**config.mk**
```make
export PLATFORM = sky130hd
export DESIGN_NAME = blur_sequencer
export DESIGN_NICKNAME = d
export VERILOG_FILES = /design/src/rtl/blur_pkg.sv /design/src/rtl/blur_watchdog.sv /design/src/rtl/blur_sequencer.sv
export SDC_FILE = /design/constraint.sdc
export NUM_CORES = 1
export LEC_CHECK = 0
export CAP_MARGIN = 20
export CORE_AREA = 2 2 177 179
export CTS_BUF_LIST = sky130_fd_sc_hd__clkbuf_8
export DETAILED_ROUTE_END_ITERATION = 10
export DIE_AREA = 0 0 179 181
export GPL_TIMING_DRIVEN = 1
export PLACE_DENSITY = 0.61
export SLEW_MARGIN = 20
export SYNTH_ARGS = -nofsm -noshare
export SYNTH_HDL_FRONTEND = slang
export SYNTH_SLANG_ARGS = --single-unit
```
**constraint.sdc**
```tcl
create_clock -name clk -period 4.26 [get_ports clk]
set_input_delay 1.278 -clock clk [delete_from_list [all_inputs] [get_ports clk]]
set_output_delay 1.278 -clock clk [all_outputs]
set_load 0.01 [all_outputs]
```
**src/rtl/blur_pkg.sv**
```systemverilog
`default_nettype none
// ============================================================================
// Module   : blur_pkg
// Summary  : Shared types and defaults for the Gaussian blur sequencer.
// Revision : 1.0
// ============================================================================
package blur_pkg;

  localparam int unsigned BLUR_SIZE    = 5;
  localparam logic [7:0]  BLUR_TIMEOUT = 8'd255;

  typedef logic [BLUR_SIZE-1:0][BLUR_SIZE-1:0][7:0] window_t;

  typedef enum logic [2:0] {
    ST_UNCONF  = 3'd0,
    ST_BUILD   = 3'd1,
    ST_READY   = 3'd2,
    ST_COMPUTE = 3'd3,
    ST_OUTPUT  = 3'd4,
    ST_FAULT   = 3'd5
  } blur_state_t;

endpackage
`default_nettype wire

```
**src/rtl/blur_watchdog.sv**
```systemverilog
`default_nettype none
// ============================================================================
// Module   : blur_watchdog
// Summary  : 8-bit saturating cycle timer with clear and timeout flag.
// Revision : 1.0
// ============================================================================
module blur_watchdog #(
  parameter logic [7:0] TIMEOUT = 8'd255
) (
  input  logic clk,
  input  logic rst,
  input  logic clr_i,
  output logic timeout_o
);

  logic [7:0] cnt_q;

  always_ff @(posedge clk) begin
    if (rst || clr_i) begin
      cnt_q <= 8'd0;
    end else if (cnt_q != 8'hFF) begin
      cnt_q <= cnt_q + 8'd1;
    end
  end

  assign timeout_o = (cnt_q == TIMEOUT);

endmodule
`default_nettype wire

```
**src/rtl/blur_sequencer.sv**
```systemverilog
`default_nettype none
// ============================================================================
// Module   : blur_sequencer
// Summary  : Blur controller: builds the kernel, launches one convolution per
//            accepted window and returns each blurred pixel.
// Revision : 1.0
// ============================================================================
module blur_sequencer
  import blur_pkg::*;
#(
  parameter int unsigned SIZE    = BLUR_SIZE,
  parameter logic [7:0]  TIMEOUT = BLUR_TIMEOUT
) (
  input  logic                    clk,
  input  logic                    rst,
  input  logic [2:0]              cfg_sigma_i,
  input  logic                    cfg_valid_i,
  output logic                    cfg_busy_o,
  input  logic                    win_valid_i,
  output logic                    win_ready_o,
  input  logic [SIZE*SIZE*8-1:0]  win_data_i,
  output logic                    pix_valid_o,
  input  logic                    pix_ready_i,
  output logic [7:0]              pix_data_o,
  output logic [15:0]             pix_count_o,
  output logic                    kern_start_o,
  output logic [2:0]              kern_sigma_o,
  input  logic                    kern_done_i,
  input  logic                    kern_err_i,
  output logic                    comp_start_o,
  output logic [SIZE*SIZE*8-1:0]  comp_matrix_o,
  input  logic                    comp_done_i,
  input  logic [7:0]              comp_pixel_i,
  output logic                    err_o
);

  blur_state_t               state_q, state_d;
  logic                      kern_start_q, kern_start_d;
  logic                      comp_start_q;
  logic [2:0]                kern_sigma_q;
  logic                      pend_q;
  logic [2:0]                pend_sigma_q;
  logic [SIZE*SIZE*8-1:0]    comp_matrix_q;
  logic                      pix_valid_q;
  logic [7:0]                pix_data_q;
  logic [15:0]               pix_count_q;
  logic                      err_q;

  logic                      timeout;
  logic                      wd_clr;
  logic                      win_hs;
  logic                      build_ok;
  logic                      pend_now;
  logic [2:0]                pend_sigma_now;

  // A cfg_valid arriving this cycle counts as pending and wins over an older one.
  assign pend_now       = pend_q | cfg_valid_i;
  assign pend_sigma_now = cfg_valid_i ? cfg_sigma_i : pend_sigma_q;
  assign win_hs         = (state_q == ST_READY) && !cfg_valid_i && win_valid_i;
  assign build_ok       = (state_q == ST_BUILD) && kern_done_i && !kern_err_i && !timeout;

  always_comb begin
    state_d = state_q;
    case (state_q)
      ST_UNCONF, ST_FAULT: if (cfg_valid_i) state_d = ST_BUILD;
      ST_BUILD: begin
        if (kern_err_i || timeout) state_d = ST_FAULT;
        else if (kern_done_i)      state_d = pend_now ? ST_BUILD : ST_READY;
      end
      ST_READY: begin
        if (cfg_valid_i)      state_d = ST_BUILD;
        else if (win_valid_i) state_d = ST_COMPUTE;
      end
      ST_COMPUTE: begin
        if (comp_done_i)  state_d = ST_OUTPUT;
        else if (timeout) state_d = ST_FAULT;
      end
      ST_OUTPUT: if (pix_ready_i) state_d = pend_now ? ST_BUILD : ST_READY;
      default: state_d = ST_UNCONF;
    endcase
  end

  // A finished build followed directly by another build still needs a fresh start.
  assign kern_start_d = (state_d == ST_BUILD) && ((state_q != ST_BUILD) || kern_done_i);
  assign wd_clr       = (state_d != state_q) || kern_start_d;

  always_ff @(posedge clk) begin
    if (rst) begin
      state_q       <= ST_UNCONF;
      kern_start_q  <= 1'b0;
      comp_start_q  <= 1'b0;
      kern_sigma_q  <= 3'd0;
      pend_q        <= 1'b0;
      pend_sigma_q  <= 3'd0;
      comp_matrix_q <= '0;
      pix_valid_q   <= 1'b0;
      pix_data_q    <= 8'd0;
      pix_count_q   <= 16'd0;
      err_q         <= 1'b0;
    end else begin
      state_q      <= state_d;
      kern_start_q <= kern_start_d;
      comp_start_q <= win_hs;

      if (kern_start_d) kern_sigma_q <= pend_sigma_now;

      if (kern_start_d || (state_d == ST_FAULT)) begin
        pend_q <= 1'b0;
      end else if (cfg_valid_i && (state_q == ST_BUILD || state_q == ST_COMPUTE ||
                                   state_q == ST_OUTPUT)) begin
        pend_q       <= 1'b1;
        pend_sigma_q <= cfg_sigma_i;
      end

      if (win_hs) comp_matrix_q <= win_data_i;

      if (state_q == ST_COMPUTE && comp_done_i) begin
        pix_data_q  <= comp_pixel_i;
        pix_valid_q <= 1'b1;
      end else if (state_q == ST_OUTPUT && pix_ready_i) begin
        pix_valid_q <= 1'b0;
        pix_count_q <= pix_count_q + 16'd1;
      end

      if (build_ok) begin
        err_q       <= 1'b0;
        pix_count_q <= 16'd0;
      end else if (state_d == ST_FAULT && state_q != ST_FAULT) begin
        err_q <= 1'b1;
      end
    end
  end

  blur_watchdog #(
    .TIMEOUT (TIMEOUT)
  ) u_watchdog (
    .clk       (clk),
    .rst       (rst),
    .clr_i     (wd_clr),
    .timeout_o (timeout)
  );

  assign cfg_busy_o    = (state_q == ST_BUILD) || pend_q;
  assign win_ready_o   = (state_q == ST_READY) && !cfg_valid_i;
  assign pix_valid_o   = pix_valid_q;
  assign pix_data_o    = pix_data_q;
  assign pix_count_o   = pix_count_q;
  assign kern_start_o  = kern_start_q;
  assign kern_sigma_o  = kern_sigma_q;
  assign comp_start_o  = comp_start_q;
  assign comp_matrix_o = comp_matrix_q;
  assign err_o         = err_q;

endmodule
`default_nettype wire
```
; Word level (Yosys, flattened, before mapping)
; Index checks and enable logic that the tools add are counted.
; Widths: inputs -> output; s select.
[totals]
reg_bits = 246
output_inout_bits = 233
inputBits = 219
wordCells = 70
[op_classes]
bitwise_logic = 3
n_mux = 13
addsub = 2
n_reduce_logical = 28
eq_ne = 12
[op_table]
columns = op, n
row1 = $mux 3, 9
row2 = $add 16x1->16 const B, 1
row3 = $pmux 3 s5, 1
row4 = $logic_and 1x1->1, 10
row5 = $eq 3x3->1 const B, 3
row6 = $add 8x1->8 const B, 1
row7 = $eq 8x8->1 const B, 1
row8 = $logic_or 1x1->1, 8
row9 = $ne 8x8->1 const B, 1
row10 = $eq 3x1->1 const B, 2
row11 = $eq 3x2->1 const B, 2
row12 = $reduce_or 2->1, 3
row13 = $reduce_and 2->1, 2
row14 = $logic_not 1->1, 3
row15 = $logic_not 3->1, 1
row16 = $ne 3x1->1 const B, 1
row17 = $ne 3x3->1, 1
row18 = $ne 3x3->1 const B, 1
row19 = $mux 1, 2
row20 = $mux 2, 1
row21 = $not 1->1, 2
row22 = $reduce_bool 2->1, 1
row23 = $or 1x1->1, 1

; Longest topological paths before layout
; Gate-level depths: netlist of run 1.
[logic_depth]
word_depth = 10
depth_mapped = 9
depth_no_buf = 7

; Modules after synthesis
; Synthesis of run 1 repeated with hierarchy kept, for this count alone.
[unflattened]
hier_cells = 1144
area_unflattened_um2 = 9377.7
[by_module_without_submodules]
columns = mod, area_each_um2, seq_area_each_um2, instances, cells_each
row1 = blur_sequencer, 8988.6, 4764.6, 1, 1101
row2 = blur_watchdog, 389.1, 160.2, 1, 43

; Least setup slack after synthesis of run 1
; Ideal clock, no wire load.
[synth_timing]
path_type = input to output
startpoint = in cfg_valid_i
endpoint = out win_ready_o
path_buffers = 1
slack_ps = 1145
arrival_time_ps = 1837
cell_stages = 4
path_cell_list = buf_2 -> nor2_1 -> o21ai_1 -> nor2_1
[synth_between]
elab_chain_len = 2
[synth_rtl]
columns = element, line_no
row1 = from (decl), blur_sequencer.sv:17  ; input logic cfg_valid_i,
row2 = $logic_not 1->1, blur_sequencer.sv:144  ; assign win_ready_o = (state_q == ST_READY) && !cfg_valid_i;
row3 = $logic_and 1x1->1, blur_sequencer.sv:144
row4 = to (decl), blur_sequencer.sv:20  ; output logic win_ready_o,
; Every way passes these cells.

==> results of run 1 <==
[per-stage QoR]
step                hold WS [ns]  power [mW]  cells
floorplan                  0.463        2.55   1110
global placement           0.441        2.83   1898
detailed placement         0.446        2.84   1898
CTS                        0.454        4.90   1971
global route               0.469        5.03   1971
finish                     0.451        4.81   1971
[cell families after synthesis]
group | Yosys count | share of synthesized area
and+or+nand+nor | 512 | 0.233
adders and majority gates | 2 | 0.00279
DFF | 246 | 0.550
xor gates and xnor gates | 20 | 0.0196
AOI/OAI and AO/OA | 239 | 0.146
buffers and inverters | 83 | 0.0397
muxes | 8 | 0.00908
[tightest hold or removal path, cell delays in order (launching register included)]
cell and delay (ns):
dfxtp_1 0.30, nand2_1 0.05, a21oi_1 0.05
[worst max-delay path by stage]
stage,endpoint,slack [ns],cells after the start
2_1_floorplan,win_ready_o,1.14,4
3_3_place_gp,win_ready_o,0.16,5
3_5_place_dp,win_ready_o,0.18,5
4_1_cts,win_ready_o,0.17,5
5_1_grt,win_ready_o,0.002,5
6_report,win_ready_o,0.18,5
[placed cells by master (no fill, tap or decap), types with 8 or more instances in the layout]
cell,instances
a21oi_1,213
buf_4,8
clkbuf_8,51
clkdlybuf4s50_1,450
dfxtp_1,246
inv_1,27
nand2_1,423
nand3_1,9
nor2_1,45
xnor2_1,10
xor2_1,10
[where the power goes]
part	internal [mW]	switching [mW]	total, mW
sequential	2.33	0.0236	2.35
combinational	0.270	0.163	0.434
clock	1.08	0.946	2.02
total	3.68	1.13	4.81
[registers in the layout, summed over array words and instances (netlist names), 3 cells and up]
| register | flops |
|---|---|
| comp_matrix_o | 200 |
| pix_count_o | 16 |
| pix_data_o | 8 |
| u_watchdog.cnt_q | 8 |
| kern_sigma_o | 3 |
| pend_sigma_q | 3 |
| state_q | 3 |
[cell type report]
class                      instances  area share
sequential                       246       0.336
timing repair buffer             466       0.322
multi-input combinational        781       0.252
clock buffer                      51      0.0479
tap                              396      0.0338
clock inverter                    22     0.00640
inverter                           9     0.00230
[per-layer routing]
metal / wire length [um] / up-vias
met3: 3630 / 51
li1: - / 4489
met5: 0 / -
met1: 12000 / 4062
met4: 655 / 0
met2: 15500 / 345
==> flow_summary.toml, run 1 <==
[run_status]
status = "finished clean"

[clocking]
cts_made_buffers = 43
insertion_delay_ns = 0.55
post_cts_buffers = 0
htreeDepth = 2
cts_tree = "done"
ctsHoldBuffers = 0
clkSinkCount = 246
path_clk_slew_ns = 0.05
ctsResizeCount = 0
cts_root_buf = "clkbuf_8"
clock_path_buffers = 3

[synthesis]
synth-main-ff-cell = "dfxtp_1"
synth_area_um2 = 8960
ys_seq_area_frac = 0.550
synthesis.nets = 1331
synthTopCellsByCount = "nand2_1 (424), dfxtp_1 (246), a21oi_1 (213), clkbuf_1 (53), nor2_1 (45)"
synth.distinct_cells = 53
ys_ff_latch = 246
synth_top_cell_by_area = "dfxtp_1"
synthTopCellsByArea = "dfxtp_1 (55%), nand2_1 (18%), a21oi_1 (12%)"
synth-edff-count = 0
yosysMostFrequentCell = "nand2_1"
synthArstFlopShare = 0
synthCells = 1110
synth_top_area_frac = 0.550
ys_warn_count = 0
avgSynthCellArea_um2 = 8.07

[layout]
fin_util = 0.483
multi_input_area_um2 = 3690
fillers = 2973
seqCellArea_um2 = 4920
layout-drive-gt1-share = 0.0552
fin_nets = 1768
area_growth_pct = 63.6
final_cell_area_um2 = 14700
num_antenna_cells = 0

[global_route]
grt_overflow = 0
top_usage_layer = "met2"
globalRouteMet2Util = 0.328
grtUsageTotal = 0.185
grt_use_met3 = 0.0838
grt_pass1_vias = 8650
antenna_found_initial = 1
grt_max_degree = 119
grt_pass1_wl_um = 47200
grt_util_met1 = 0.198

[critical_path]
setup.worst_path.end_class = "output pin"
path_common_cell = "clkdlybuf4s50_1"
path_delay_family = "buffers and inverters"
critPathKind = "input port to output pin"
path_max_fanout = 3
critical_path.cell_chain = "clkdlybuf4s50_1 -> nor4bb_1 -> o21ai_1 -> nor2_1 -> clkdlybuf4s50_1"
cp_num_buf_inv = 2
critPathSlowestCell = "clkdlybuf4s50_1"
cp.required_ns = 2.98
worstSetupStartpointType = "input port"
critical-path-max-stage-delay_ns = 0.56
r2r_end = "comp_matrix_o[26]$_SDFFE_PP0P_"
r2r-start = "state_q[2]$_SDFF_PP0_"
startpoint = "pix_ready_i"
reg2reg_depth = 8
crit_arrival_ns = 2.81
rrSetupSlack_ns = 1.83

[placed_design]
pre_cts_slack_ns = 0.183
gp_congestion = 0.807
dpl.hpwl_um = 22600
dpl_cell_area_um2 = 13900
portBuffers = 451

[hold_path]
min_path_cells = 2
hold_class = "flop to flop"
holdPathEnd = "comp_matrix_o[194]$_SDFFE_PP0P_"
worstHoldStart = "comp_matrix_o[194]$_SDFFE_PP0P_"

[routing]
drtAntennaViolNets = 0
vias = 8947
routed_wl_um = 31700
drtPass1Iterations = 4
wire_per_inst_um = 16.1
drc = 0
drt_iter0_drc = 409
vias_per_cell = 4.54

[sta]
rsz0062_at_grt = "no"
fin_setup_tns_ns = 0
layout_setup_ws_ns = 0.177
setup_viol = 0
worstMarginPinSlew_ns = 0.684
period_needed_ns = 4.08
clock.fmax_mhz = 245
period_share = 0.959
maxSlewViolCount = 0
skew_ns = 0.0213
relSlewSlack = 0.544
hold_viol = 0

[die]
num_rows = 64
boundaryPins = 452
coreArea_um2 = 30300
start_util = 0.295
die_w_um = 179
die_y_um = 181
dieArea_um2 = 32400

[job]
cap_violations = 0

[power_and_ir_drop]
p_per_area_nw_per_um2 = 328
leakagePower_nw = 5.02
ir_drop_uv = 244
Note: power is estimated with default switching activity, not from simulation.
==> run 2: changes to the inputs <==
- SKIP_CTS_REPAIR_TIMING: unset -> 1
==> results of run 2 <==
No change in the layout: final DEF, timing and power equal those of run 1.
==> run 3: changes to the inputs <==
==> constraint.sdc (replaced) <==
create_clock -name clk -period 4.26 [get_ports clk]
set_input_delay 0.852 -clock clk [delete_from_list [all_inputs] [get_ports clk]]
set_output_delay 0.852 -clock clk [all_outputs]
set_load 0.01 [all_outputs]
==> flow_summary.toml, run 3 (same netlist as run 1, synthesis figures left out) <==
[layout]
final_cell_area_um2 = 14800
area_growth_pct = 64.7
final_cell_mix = "clkdlybuf4s50_1 (450), nand2_1 (423), dfxtp_1 (246)"
fin_util = 0.486
num_antenna_cells = 0
fin_cells = 1974
layout-drive-gt1-share = 0.0621
fin_nets = 1766
largest_reg_flops = 200
fillers = 2939
layout_commonest_cell = "clkdlybuf4s50_1"

[routing]
vias_per_cell = 4.57
routed_wl_um = 31600
vias = 9029
drtPass1Iterations = 4
drtAntennaViolNets = 0
drt_iter0_drc = 358
drc = 0
wire_per_inst_um = 16.0

[critical_path]
cp.required_ns = 3.41
crit_arrival_ns = 2.62
critPathSlowestCell = "clkdlybuf4s50_1"
critical_path.cell_chain = "clkdlybuf4s50_1 -> nor2_1 -> o21ai_1 -> nor2_1 -> clkdlybuf4s50_1"
worstSetupStartpointType = "input port"
critPathKind = "input port to output pin"
path_max_fanout = 9
setup.worst_path.end_class = "output pin"
critical-path-max-stage-delay_ns = 0.60

[die]
die_w_um = 179
coreArea_um2 = 30300
num_rows = 64
dieArea_um2 = 32400
die_y_um = 181
boundaryPins = 452
start_util = 0.295

[clocking]
clkSinkCount = 246
insertion_delay_ns = 0.54
cts_made_buffers = 44
htreeDepth = 2
clock_path_buffers = 3
path_clk_slew_ns = 0.05
cts_tree = "done"
cts_root_buf = "clkbuf_8"

[sta]
setup_viol = 0
hold_viol = 0
period_share = 0.815
worstMarginPinSlew_ns = 0.793
period_needed_ns = 3.47
maxSlewViolCount = 0
skew_ns = 0.0305
clock.fmax_mhz = 288
rsz0062_at_grt = "no"
relSlewSlack = 0.471
fin_setup_tns_ns = 0

[power_and_ir_drop]
p_per_area_nw_per_um2 = 343
ir_drop_uv = 251
pwr-share-clk = 0.450
sequentialPowerShare = 0.465
swShare = 0.229
comb_power_share = 0.085
power_mw = 5.06
power_switching_mw = 1.16
intPower_mw = 3.90
leakagePower_nw = 5.05

[placed_design]
portBuffers = 451
placedCellCount = 1895
dpl.hpwl_um = 22600
dpl_cell_area_um2 = 13800
gp_congestion = 0.827

[job]
cap_violations = 0

[global_route]
grt_overflow = 0
grt_pass1_vias = 8790
grt_max_degree = 96
antenna_found_initial = 0
grt_pass1_wl_um = 47700
grtUsageTotal = 0.186

[run_status]
status = "finished clean"

[hold_path]
hold_class = "flop to flop"
## run 3: path summary, 6_finish.rpt
check	from	end	slack, ns	cells after the start
worst max-delay path	cfg_valid_i	win_ready_o	0.79	5
worst min-delay path	comp_matrix_o[196]$_SDFFE_PP0P_	comp_matrix_o[196]$_SDFFE_PP0P_	0.45	2
worst max register to register	state_q[2]$_SDFF_PP0_	comp_matrix_o[15]$_SDFFE_PP0P_	1.82	7
worst min register to register	comp_matrix_o[196]$_SDFFE_PP0P_	comp_matrix_o[196]$_SDFFE_PP0P_	0.45	2
## run 3: power groups by stage
stage / clock network (mW) / logic, mW / registers [mW]
2_1_floorplan: 0 / 0.151 / 2.40
3_3_place_gp: 0 / 0.431 / 2.40
3_5_place_dp: 0 / 0.433 / 2.40
4_1_cts: 2.36 / 0.436 / 2.35
5_1_grt: 2.46 / 0.466 / 2.35
6_report: 2.28 / 0.432 / 2.35
## run 3: metrics by stage
step                      setup WS (ns)  hold WS (ns)
after CTS                         0.803         0.454
after global placement            0.804         0.440
final                             0.787         0.451
after global routing              0.676         0.467
after detailed placement          0.804         0.446
after floorplan                    1.91         0.463
## run 3: cell type report
| type | instances | area (um2) | share of cell area |
|---|---|---|---|
| well taps | 396 | 495 | 0.0336 |
| repair buffers | 463 | 4670 | 0.316 |
| flip-flops and latches | 246 | 4920 | 0.334 |
| clock buffers | 63 | 867 | 0.0588 |
| multi-input cells | 781 | 3690 | 0.250 |
| clock inverters | 16 | 70.1 | 0.00475 |
| inverters | 9 | 33.8 | 0.00229 |
## run 3: routing by layer
layer	GRT usage	share of wire	up-vias	wire (um)
met5	0	0	-	0
met4	0.0517	0.022	0	697
met3	0.0846	0.12	51	3660
met2	0.328	0.49	359	15400
met1	0.198	0.37	4127	11800
li1	-	-	4492	-
## run 3: worst max-delay path: cells and delay by family
family                 cells  cell delay (ns)
AO/OA/AOI/OAI              1             0.13
buffers and inverters      2             1.19
AND/OR/NAND/NOR            2             0.45
==> edit 1: new RTL, settings of run 1 <==
Reset style: asynchronous (`rst`), changed in one clocked block.
--- a/src/rtl/blur_sequencer.sv
+++ b/src/rtl/blur_sequencer.sv
@@ -86,3 +86,3 @@
 
-  always_ff @(posedge clk) begin
+  always_ff @(posedge clk or posedge rst) begin
     if (rst) begin
Behaviour: differs if rst is asserted again (counterexample within 4 cycles, from zero or initial values and one cycle with rst high); with rst held inactive, the same outputs for 4 cycles.
==> edit 1 against run 1 <==
Area after synthesis rose by 9.2%. Critical path type unchanged. Count of clock-buffer cells in the layout rose by 6. Routed wire length decreased by 9.6%. Die area unchanged. Clock skew decreased by 0.0034 ns. Core utilization is 3.4 points higher. Highest routed layer unchanged. Setup slack better by 0.38 ns. Global-route usage decreased by 1.2 points. Sequential cell count is the same. Cell area up 7.1%.
Power is not compared: it rests on default switching activity, and its combinational part moved more than twofold at a synthesized area within 25%.
==> edit 1: results <==
metrics = {
    "outcome": {
        "status": "finished, final reports clean",
    },
    "yosys": {
        "ys_seq_area_share_pct": 62.5,
        "ys_async_sr_fraction_pct": 96.7,
        "ys_types": 54,
    },
    "sta": {
        "slew_headroom_pct": 49.0,
        "finalClockSkew_ns": 0.0179,
    },
    "grt": {
        "grt.met3_usage_pct": 6.80,
        "grt_pass1_vias": 7439,
        "track_usage_pct": 17.3,
        "grt_start_max_net_pins": 103,
        "antenna_found_initial": 3,
    },
    "setup_path": {
        "timing.rr.end": "pend_sigma_q[0]",
        "crit_fanout": 2,
        "r2r_cells": 7,
        "crit_start": "cfg_valid_i",
    },
    "placed_design": {
        "gp_congestion": 0.803,
        "dp.cells": 1477,
    },
    "drt": {
        "viasPerCell": 4.53,
        "wirelength_um": 28700,
        "first_iter_violations": 221,
        "wl_met1_um": 10700,
        "wl_met3_um": 3110,
    },
    "power": {
        "fin_total_pwr_mw": 7.63,
    },
    "cells_and_area": {
        "fill_cells": 2684,
        "drive_gt1_share_pct": 27.0,
    },
    "clocking": {
        "cts_inserted_buffers": 45,
    },
}
==> edit 1: final cells by class <==
| cell class | instances | area share [%] |
|---|---|---|
| inverter | 6 | 0.167 |
| sequential | 246 | 39.0 |
| multi-input combinational | 365 | 22.2 |
| clock inverter | 20 | 0.526 |
| tap | 396 | 3.16 |
| antenna | 3 | 0.0478 |
| timing repair buffer | 464 | 29.9 |
| clock buffer | 57 | 5.00 |
==> edit 1: worst min-delay path by stage <==
stage / from / cells past startpoint / slack, ns / to
detailed placement: kern_sigma_o[2] / 1 / 0.48 / kern_sigma_o[2]
global route: comp_matrix_o[34] / 1 / 0.52 / comp_matrix_o[34]
floorplan: pend_sigma_q[0] / 1 / 0.48 / pend_sigma_q[0]
global placement: kern_sigma_o[2] / 1 / 0.47 / kern_sigma_o[2]
CTS: kern_sigma_o[2] / 1 / 0.50 / kern_sigma_o[2]
finish: kern_sigma_o[1] / 1 / 0.49 / kern_sigma_o[1]
==> edit 1: metrics by stage <==
step / worst slack, ns / instance area (um^2)
floorplan: -0.138 / 9790
global placement: 0.520 / 14800
detailed placement: 0.544 / 14800
CTS: 0.539 / 15700
global route: 0.489 / 15700
finish: 0.553 / 15700
==> edit 1: cells by family (layout without fill, tap and decap cells) <==
kind of cell             count (synthesis)  in the layout  share of synthesized area (%)
XOR/XNOR                                19             19                           1.70
AND/OR/NAND/NOR                         89             89                           5.28
buffers and inverters                   38            547                           1.94
AO/OA/AOI/OAI                           35             35                           2.99
other                                    0              3                              0
flip-flops                             246            246                           62.5
adder cells (fa/ha/maj)                  2              2                          0.256
multiplexers                           220            220                           25.3
==> edit 1: critical path, stage by stage <==
cell and delay, ns:
clkdlybuf4s50_1 0.43, nor3_1 0.17, clkdlybuf4s50_1 0.56
==> edit 2: new RTL, config.mk and constraints of run 1 <==
Made on the original files. Set the package constant `BLUR_SIZE` to 4 (it was 5).
--- a/src/rtl/blur_pkg.sv
+++ b/src/rtl/blur_pkg.sv
@@ -8,3 +8,3 @@
 
-  localparam int unsigned BLUR_SIZE    = 5;
+  localparam int unsigned BLUR_SIZE    = 4;
   localparam logic [7:0]  BLUR_TIMEOUT = 8'd255;
Interface: changed (resized comp_matrix_o and win_data_i); port bits go from 452 to 308. The function was not compared with the original's and may differ.
==> edit 2 against run 1 <==
Critical path type unchanged. Cell area shrank 29%. Area after synthesis shrank 27%. Power shrank 32%. Clock skew shrank 0.0035 ns. Synthesized cell count shrank 28%. Routed wire length shrank 33%. Core utilization shrank 14 points. Sequential cell count shrank 72. Non-clock buffer count shrank 148. Hold slack gained 0.0048 ns. Combinational power shrank 18%. Register-to-register slack gained 0.13 ns. Largest power group unchanged. Setup slack lost 0.0056 ns.
==> edit 2: results <==
metrics = {
    "drt": {
        "first_iter_violations": 258,
        "wl_met3_um": 1960,
        "wl_per_cell_um": 14.3,
        "vias": 6304,
        "viasPerCell": 4.22,
        "wl_met1_um": 9170,
        "routed-wl-met2_um": 9890,
    },
    "clocking": {
        "cts_buffer_depth": 2,
        "clkLatencyLatePin_ns": 0.48,
        "cts_inserted_buffers": 17,
        "post_cts_resized": 3,
        "htreeDepth": 4,
        "clkTransAtPathRegs_ns": 0.08,
    },
    "power": {
        "ir_drop_mv": 0.157,
        "p_leak_nw": 3.49,
    },
    "cells_and_area": {
        "drive_gt1_share_pct": 5.93,
        "n_all_buffers": 318,
        "final-clk-cell-share_pct": 4.01,
        "clock_buffers": 19,
        "fill_cells": 3159,
        "fin_util_pct": 34.5,
        "seq_share_pct": 33.2,
        "multiInputGateArea_um2": 2840,
        "largest_reg_flops": 128,
        "buf_share_pct": 30.6,
    },
    "placed_design": {
        "pre_cts_ws_ns": -0.122,
        "port_buffers": 307,
        "dp.cells": 1462,
        "gp_congestion": 0.772,
        "hpwl_um": 15100,
        "place_area_um2": 10000,
    },
    "grt": {
        "grt_util_met2_pct": 21.5,
        "antenna_found_initial": 0,
        "grt_pass1_wl_um": 32700,
        "track_usage_pct": 13.0,
        "grt.met3_usage_pct": 4.71,
        "grt_start_max_net_pins": 87,
        "grt_pass1_vias": 6005,
    },
    "worst_hold_path": {
        "hold_end": "comp_matrix_o[96]",
        "min_path_type": "flop to flop",
    },
    "outcome": {
        "status": "finished, final reports clean",
    },
    "yosys": {
        "ys_seq_area_share_pct": 53.2,
        "synthCells": 798,
        "yosys-top-cells-count": "nand2_1 (280), dfxtp_1 (174), a21oi_1 (141), nor2_1 (45), clkbuf_1 (41)",
        "ys.warnings.count": 0,
        "ys_ff_latch": 174,
        "synthTopCellsByArea": "dfxtp_1 (53%), nand2_1 (16%), a21oi_1 (11%)",
    },
    "sta": {
        "finalCriticalPeriod_ns": 4.09,
        "worst_hold_slack_ns": 0.456,
        "finalClockSkew_ns": 0.0178,
    },
    "setup_path": {
        "r2r_cells": 6,
        "crit_fanout": 2,
        "crit_start": "cfg_valid_i",
        "timing.rr.end": "u_watchdog.cnt_q[5]",
        "r2r_setup_slack_ns": 1.96,
        "slowest_stage": "clkdlybuf4s50_1",
    },
}
edit 2: cell types whose count changed in the layout (fill, tap and decap cells not counted), sizes merged, moves of 3 or more:
cell	before	now
bufinv	0	3
clkdlybuf4s50	450	305
inv	28	12
buf	16	12
a21oi	215	143
nand2	424	280
clkbuf	51	19
dfxtp	246	174
edit 2: cells by family after synthesis:
kind of cell / count (synthesis) / synth area share, %
simple gates: 368 / 23.9
flops: 174 / 53.2
compound gates: 167 / 14.9
buf+inv: 59 / 3.75
xor+xnor: 20 / 2.68
mux: 8 / 1.24
fa+ha+maj: 2 / 0.382
edit 2: power groups by stage:
stage          logic, mW  registers (mW)  clock network (mW)
2_1_floorplan      0.141            1.71                   0
3_3_place_gp       0.353            1.70                   0
3_5_place_dp       0.355            1.70                   0
4_1_cts            0.358            1.67                1.32
5_1_grt            0.384            1.67                1.38
6_report           0.354            1.67                1.25
